<file path="src/rtl/fetch_unit_if.sv">
// Fetch-stage bundle: instruction ROM port, IF/ID outputs and redirect/stall inputs.
// Handshake: stall_in is decode's not-ready. A word in IF/ID is consumed on a cycle with
// id_valid_out=1 and stall_in=0. While stall_in=1 the IF/ID register holds its contents.
interface fetch_unit_if #(
   parameter int ADDR_WIDTH = 32
);
   logic                  stall_in;
   logic                  redirect_valid_in;
   logic [1:0]            redirect_kind_in;
   logic [15:0]           branch_imm_in;
   logic [25:0]           jump_index_in;
   logic [ADDR_WIDTH-1:0] jump_reg_in;
   logic [ADDR_WIDTH-1:0] imem_addr_out;
   logic                  imem_rden_out;
   logic [31:0]           imem_data_in;
   logic [31:0]           id_inst_out;
   logic [ADDR_WIDTH-1:0] id_pc_out;
   logic [ADDR_WIDTH-1:0] id_pc_plus4_out;
   logic                  id_valid_out;
   logic                  misalign_out;
   logic [1:0]            fsm_state_out;

   modport master (
      input  stall_in, redirect_valid_in, redirect_kind_in, branch_imm_in,
             jump_index_in, jump_reg_in, imem_data_in,
      output imem_addr_out, imem_rden_out, id_inst_out, id_pc_out,
             id_pc_plus4_out, id_valid_out, misalign_out, fsm_state_out
   );

   modport slave (
      output stall_in, redirect_valid_in, redirect_kind_in, branch_imm_in,
             jump_index_in, jump_reg_in, imem_data_in,
      input  imem_addr_out, imem_rden_out, id_inst_out, id_pc_out,
             id_pc_plus4_out, id_valid_out, misalign_out, fsm_state_out
   );
endinterface

</file>
<file path="src/rtl/fetch_unit.sv">
// Pipelined MIPS fetch stage: PC, one-cycle ROM, IF/ID register, one-entry skid buffer.
// FETCH_DELAY_SLOT_EN keeps the in-flight word as a branch delay slot instead of squashing it.
module fetch_unit #(
   parameter int          ADDR_WIDTH = 32,
   parameter logic [31:0] RESET_PC   = 32'h00400000
) (
   input logic          clock,
   input logic          reset,
   fetch_unit_if.master bus
);

   localparam logic [1:0] ST_RUN     = 2'b00;
   localparam logic [1:0] ST_STALL   = 2'b01;
   localparam logic [1:0] ST_RELEASE = 2'b10;

`ifdef FETCH_DELAY_SLOT_EN
   localparam bit DELAY_SLOT = 1'b1;
`else
   localparam bit DELAY_SLOT = 1'b0;
`endif

   logic [ADDR_WIDTH-1:0] r_fetch_pc;
   logic                  r_inflight;
   logic [ADDR_WIDTH-1:0] r_inflight_pc;
   logic                  r_skid_valid;
   logic [31:0]           r_skid_inst;
   logic [ADDR_WIDTH-1:0] r_skid_pc;
   logic [31:0]           r_id_inst;
   logic [ADDR_WIDTH-1:0] r_id_pc;
   logic [ADDR_WIDTH-1:0] r_id_pc_plus4;
   logic                  r_id_valid;
   logic                  r_misalign;

   logic                  w_take;
   logic                  w_issue;
   logic [ADDR_WIDTH-1:0] w_branch_off;
   logic [ADDR_WIDTH-1:0] w_jump_target;
   logic [ADDR_WIDTH-1:0] w_target_raw;
   logic [ADDR_WIDTH-1:0] w_target;
   logic                  w_misalign_raw;
   logic [ADDR_WIDTH-1:0] w_addr;
   logic [1:0]            w_state;

   // The mode is decided by this cycle's stall and whether the skid holds a word.
   always_comb begin
      w_state = ST_RUN;
      if (bus.stall_in)
         w_state = ST_STALL;
      else if (r_skid_valid)
         w_state = ST_RELEASE;
   end

   assign w_take = bus.redirect_valid_in && r_id_valid && !bus.stall_in &&
                   (bus.redirect_kind_in != 2'b11);
   assign w_issue = !bus.stall_in;

   assign w_branch_off = ADDR_WIDTH'({{14{bus.branch_imm_in[15]}}, bus.branch_imm_in, 2'b00});

   generate
      if (ADDR_WIDTH > 28) begin : g_jump_wide
         assign w_jump_target = {r_id_pc_plus4[ADDR_WIDTH-1:28], bus.jump_index_in, 2'b00};
      end else begin : g_jump_narrow
         assign w_jump_target = {bus.jump_index_in, 2'b00};
      end
   endgenerate

   always_comb begin
      w_target_raw = bus.jump_reg_in;
      case (bus.redirect_kind_in)
         2'b00:   w_target_raw = r_id_pc_plus4 + w_branch_off;
         2'b01:   w_target_raw = w_jump_target;
         default: w_target_raw = bus.jump_reg_in;
      endcase
   end

   assign w_misalign_raw = |w_target_raw[1:0];
   assign w_target       = {w_target_raw[ADDR_WIDTH-1:2], 2'b00};
   assign w_addr         = w_take ? w_target : r_fetch_pc;

   always_ff @(posedge clock or posedge reset) begin
      if (reset) begin
         r_fetch_pc    <= RESET_PC[ADDR_WIDTH-1:0];
         r_inflight    <= 1'b0;
         r_inflight_pc <= '0;
         r_skid_valid  <= 1'b0;
         r_skid_inst   <= '0;
         r_skid_pc     <= '0;
         r_id_inst     <= '0;
         r_id_pc       <= '0;
         r_id_pc_plus4 <= '0;
         r_id_valid    <= 1'b0;
         r_misalign    <= 1'b0;
      end else begin
         r_inflight <= w_issue;
         if (w_issue) begin
            r_fetch_pc    <= w_addr + ADDR_WIDTH'(4);
            r_inflight_pc <= w_addr;
         end
         if (w_take && w_misalign_raw)
            r_misalign <= 1'b1;
         if (w_state == ST_STALL) begin
            if (r_inflight) begin
               r_skid_valid <= 1'b1;
               r_skid_inst  <= bus.imem_data_in;
               r_skid_pc    <= r_inflight_pc;
            end
         end else begin
            r_skid_valid <= 1'b0;
            // Without delay slots the word behind a taken redirect (in flight or skidded) dies here.
            if (w_take && !DELAY_SLOT) begin
               r_id_valid <= 1'b0;
            end else if (w_state == ST_RELEASE) begin
               r_id_valid    <= 1'b1;
               r_id_inst     <= r_skid_inst;
               r_id_pc       <= r_skid_pc;
               r_id_pc_plus4 <= r_skid_pc + ADDR_WIDTH'(4);
            end else if (r_inflight) begin
               r_id_valid    <= 1'b1;
               r_id_inst     <= bus.imem_data_in;
               r_id_pc       <= r_inflight_pc;
               r_id_pc_plus4 <= r_inflight_pc + ADDR_WIDTH'(4);
            end else begin
               r_id_valid <= 1'b0;
            end
         end
      end
   end

   assign bus.imem_addr_out   = w_addr;
   assign bus.imem_rden_out   = !reset && !bus.stall_in;
   assign bus.id_inst_out     = r_id_inst;
   assign bus.id_pc_out       = r_id_pc;
   assign bus.id_pc_plus4_out = r_id_pc_plus4;
   assign bus.id_valid_out    = r_id_valid;
   assign bus.misalign_out    = r_misalign;
   assign bus.fsm_state_out   = w_state;

endmodule

</file>
<file path="src/flat_wrapper.sv">
// flat-port wrapper written by rule: the top's interface ports become plain ports
module fetch_unit_flat 
#(
   parameter int          ADDR_WIDTH = 32,
   parameter logic [31:0] RESET_PC   = 32'h00400000
)
  (clock, reset, bus_stall_in, bus_redirect_valid_in, bus_redirect_kind_in, bus_branch_imm_in, bus_jump_index_in, bus_jump_reg_in, bus_imem_data_in, bus_imem_addr_out, bus_imem_rden_out, bus_id_inst_out, bus_id_pc_out, bus_id_pc_plus4_out, bus_id_valid_out, bus_misalign_out, bus_fsm_state_out);
  fetch_unit_if #(.ADDR_WIDTH(ADDR_WIDTH)) bus_i ();
  input logic clock;
  input logic reset;
  input wire logic [$bits(bus_i.stall_in)-1:0] bus_stall_in;
  input wire logic [$bits(bus_i.redirect_valid_in)-1:0] bus_redirect_valid_in;
  input wire logic [$bits(bus_i.redirect_kind_in)-1:0] bus_redirect_kind_in;
  input wire logic [$bits(bus_i.branch_imm_in)-1:0] bus_branch_imm_in;
  input wire logic [$bits(bus_i.jump_index_in)-1:0] bus_jump_index_in;
  input wire logic [$bits(bus_i.jump_reg_in)-1:0] bus_jump_reg_in;
  input wire logic [$bits(bus_i.imem_data_in)-1:0] bus_imem_data_in;
  output wire logic [$bits(bus_i.imem_addr_out)-1:0] bus_imem_addr_out;
  output wire logic [$bits(bus_i.imem_rden_out)-1:0] bus_imem_rden_out;
  output wire logic [$bits(bus_i.id_inst_out)-1:0] bus_id_inst_out;
  output wire logic [$bits(bus_i.id_pc_out)-1:0] bus_id_pc_out;
  output wire logic [$bits(bus_i.id_pc_plus4_out)-1:0] bus_id_pc_plus4_out;
  output wire logic [$bits(bus_i.id_valid_out)-1:0] bus_id_valid_out;
  output wire logic [$bits(bus_i.misalign_out)-1:0] bus_misalign_out;
  output wire logic [$bits(bus_i.fsm_state_out)-1:0] bus_fsm_state_out;
  assign bus_i.stall_in = bus_stall_in;
  assign bus_i.redirect_valid_in = bus_redirect_valid_in;
  assign bus_i.redirect_kind_in = bus_redirect_kind_in;
  assign bus_i.branch_imm_in = bus_branch_imm_in;
  assign bus_i.jump_index_in = bus_jump_index_in;
  assign bus_i.jump_reg_in = bus_jump_reg_in;
  assign bus_i.imem_data_in = bus_imem_data_in;
  assign bus_imem_addr_out = bus_i.imem_addr_out;
  assign bus_imem_rden_out = bus_i.imem_rden_out;
  assign bus_id_inst_out = bus_i.id_inst_out;
  assign bus_id_pc_out = bus_i.id_pc_out;
  assign bus_id_pc_plus4_out = bus_i.id_pc_plus4_out;
  assign bus_id_valid_out = bus_i.id_valid_out;
  assign bus_misalign_out = bus_i.misalign_out;
  assign bus_fsm_state_out = bus_i.fsm_state_out;
  fetch_unit #(.ADDR_WIDTH(ADDR_WIDTH), .RESET_PC(RESET_PC)) u_core (.clock(clock), .reset(reset), .bus(bus_i));
endmodule
</file>
<file path="config.mk">
export PLATFORM = sky130hd
export DESIGN_NAME = fetch_unit_flat
export DESIGN_NICKNAME = d
export VERILOG_FILES = /design/src/rtl/fetch_unit_if.sv /design/src/rtl/fetch_unit.sv /design/src/flat_wrapper.sv
export SDC_FILE = /design/constraint.sdc
export NUM_CORES = 1
export LEC_CHECK = 0
export CAP_MARGIN = 20
export CORE_MARGIN = 2
export CORE_UTILIZATION = 55
export CTS_CLUSTER_SIZE = 25
export DETAILED_ROUTE_END_ITERATION = 8
export PLACE_DENSITY = 0.84
export SLEW_MARGIN = 20
export SYNTH_ARGS = -nofsm -noshare
export SYNTH_HDL_FRONTEND = slang
export SYNTH_SLANG_ARGS = --single-unit
</file>
<file path="constraint.sdc">
create_clock -name clock -period 12.45 [get_ports clock]
set_input_delay 2.49 -clock clock [delete_from_list [all_inputs] [get_ports clock]]
set_output_delay 2.49 -clock clock [all_outputs]
set_load 0.01 [all_outputs]
</file>
==> results.md <==
- Initial antenna violation count: 0
- Drt total wl: 40.34 mm
- Synth area leader: dfrtp_1
- Sequential share of the synthesized area: 43.98%
- Place WS: 3.589 ns
- Total power: 2960 uW
- First-pass DRT Iterations: 5
- Status: completed
- Cell area after placement: 0.01531 sq mm
- Tightest Pin Transition: 0.9748 ns
- Final period util: 71.40%
- Post-DR wirelength/cell: 21.37 um
- Setup TNS: 0 ns
- Tmin final: 8.890 ns
- Root Buffer: clkbuf_16
- CTS Buffer Depth: 3
- Net Sw Frac: 36.65%
- Reg clk slew, reported paths: 0.06 ns
- Final setup vio count: 0
- Internal Power: 1875 uW
- Fin area: 0.01614 sq mm
- Worst reg-to-reg path cell count: 10
- Max-cap violation count: 0
- Port Buffers: 244
- Prevailing post-synth register cell: dfrtp_1
- Combinational share of power: 38.3%
- Clock power frac: 24.9%
- Remaining DRCs: 0
- Layout Nets: 1729
- # diodes: 0
- Total congestion overflow: 0
- CP max FO: 15
- Syn-to-layout area delta: 26.57%
- Crit path DAT: 6.40 ns
- Worst hold path class: reg -> reg
- Synth top cells by count: 245 x nand2_1, 223 x dfrtp_1, 124 x o21ai_0
- Die height: 156.2 um
- Rows: 55
- Die W: 156.2 um
- Syn Nets: 1526
- RSZ-0062 raised after global routing: no
- Syn Area/Cell: 9.225 sq um
- Hold depth: 1
- Initial DRC count: 945
- Synth top area cells: dfrtp_1 44%, nand2_1 7.2%, mux2_2 6.9%, o21ai_0 4.9%, ha_1 3.0%
- Sequential share of power: 36.8%
- First-pass GRT wire length: 63.37 mm
- Critical Path Source Type: input pin
- Core Area: 0.02271 sq mm
- Post-CTS Hold Fix Bufs: 0
- Max Freq: 112.5 MHz
- Final Max Tran Viols: 0
- Vias per inst: 6.170
- LEAKAGE: 0.006800 uW
- Final WS setup: 3.560 ns
- Synth warn: 0
- Placer congestion estimate: 0.9533
- Largest net degree at the start of global routing: 139
- CTS tree: yes
- NetSw: 1085 uW
- Die area: 0.02441 sq mm
- GR Util All Layers: 33.25%
- Final Util: 71.05%
- Critical Path Sink Type: primary output
- DP Wirelength: 28.90 mm
- Crit Path Category: in -> out
- FFs w/ async S/R, synth: 100.0%
- Hold Violations, Final: 0
- Post-CTS setup buffer count: 0
- Vias in the first global route: 11540
- Post-synth EDFFs: 0
- Routed vias: 11650
- Sink Count: 224
- Post-CTS resize count: 0
- Share of cells above drive strength 1: 10.98%
- Synth cell types: 87
- Peak supply drop: 0.1378 mV
- TritonCTS Buffers: 25
- # H-tree levels: 1
- Area share of the largest cell type after synthesis: 43.77%
- Routed Antenna Nets: 0
- Clock Skews: 0.008193 ns
- Later-pin clock latency in the skew report: 0.52 ns
- I/O pins: 245
- Count leader, synth: nand2_1
- #FFs+latches synth: 224
- Critical Path RT: 9.96 ns
- Starting density of the core: 56.14%
- Pwr Density: 183.5 mW/mm^2
- Cells after Synth: 1382
- Slew headroom: 35.01%
- Syn Std Cell Area: 0.01275 sq mm
layout make-up:
type / instances / area, sq um
Fill cell: 1710 / 6574
Sequential cell: 224 / 5607
Clock inverter: 13 / 126.4
Multi-Input combinational cell: 1045 / 6676
Tap cell: 285 / 356.6
Inverter: 29 / 116.4
Timing Repair Buffer: 260 / 2561
Clock buffer: 32 / 691.9
registers in the layout (all words and copies together) (netlist names):
register	count
u_core.bus.id_valid_out	1
u_core.bus.id_pc_out	30
u_core.r_inflight_pc	32
u_core.r_skid_valid	1
u_core.r_inflight	1
u_core.bus.id_inst_out	32
u_core.bus.id_pc_plus4_out	32
u_core.r_skid_pc	32
u_core.r_skid_inst	32
u_core.r_fetch_pc	30
u_core.bus.misalign_out	1
power by group through the flow:
stage               clock [uW]  sequential [uW]  combinational (uW)
floorplan                    0             1070                 629
global placement             0             1080                1100
detailed placement           0             1090                1120
CTS                        744             1080                1120
global route               771             1110                1230
finish                     737             1090                1130
cell families after synthesis:
kind of cell	count (synthesis)	share of synthesized area (%)
compound gates	333	17.02
xor+xnor	61	4.191
fa+ha+maj	32	3.200
simple gates	511	18.61
flops	224	43.98
mux	108	9.245
buf+inv	113	3.759
through the flow:
stage          hold WS (ns)  cells
3_5_place_dp         0.4494   1843
6_report             0.4637   1888
5_1_grt              0.4879   1888
2_1_floorplan        0.4465   1382
4_1_cts              0.4639   1888
3_3_place_gp         0.4420   1843
path summary, 6_finish.rpt:
kind	from	to	slack (ns)
setup / recovery	bus_branch_imm_in[15]	bus_imem_addr_out[27]	3.56
hold / removal	u_core.bus.misalign_out$_DFFE_PP0P_	u_core.bus.misalign_out$_DFFE_PP0P_	0.46
hold reg to reg	u_core.bus.misalign_out$_DFFE_PP0P_	u_core.bus.misalign_out$_DFFE_PP0P_	0.46
setup reg to reg	u_core.bus.id_pc_plus4_out[5]$_DFFE_PP0P_	u_core.r_fetch_pc[30]$_DFFE_PP0N_	7.84
min in group asynchronous	reset	u_core.bus.id_pc_out[28]$_DFFE_PP0P_	2.63
max in group asynchronous	reset	u_core.r_inflight_pc[18]$_DFFE_PP0N_	8.49
critical path, cell delays in order:
cell and delay, ns:
clkdlybuf4s50_1 0.75, ha_1 0.62, nand2_1 0.11, o31ai_1 0.36, nor3b_1 0.41, o21a_1 0.23
a21oi_1 0.09, xor2_1 0.15, o22ai_1 0.52, clkdlybuf4s50_1 0.66
routing by layer:
| metal | share of wire (%) | track usage [%] |
|---|---|---|
| met5 | 0 | 0 |
| met4 | 2.2 | 9.087 |
| met3 | 9.8 | 6.646 |
| met2 | 45 | 52.38 |
| met1 | 43 | 47.19 |
cell usage in the layout (no fill, tap or decap), types with 7 or more instances in the layout:
cell             instances
and2_1                  12
nand3_1                 31
a21o_1                  10
mux2_2                  78
o211ai_1                 8
nand2_1                244
o22ai_1                 16
nand4_1                 14
a21oi_1                 42
mux2i_1                 30
clkbuf_16               25
a31oi_1                 43
o21a_1                   8
nor2_1                  92
nor3_1                  25
or3_1                   15
inv_1                   27
ha_1                    31
buf_4                   15
clkinv_2                 7
xnor2_1                 36
and3_1                  15
xor2_1                  25
nand2b_1                 9
a221oi_1                10
o21ai_0                124
clkdlybuf4s50_1        243
dfrtp_1                223
o31ai_1                  9
Power figures use the tool's default switching activity.
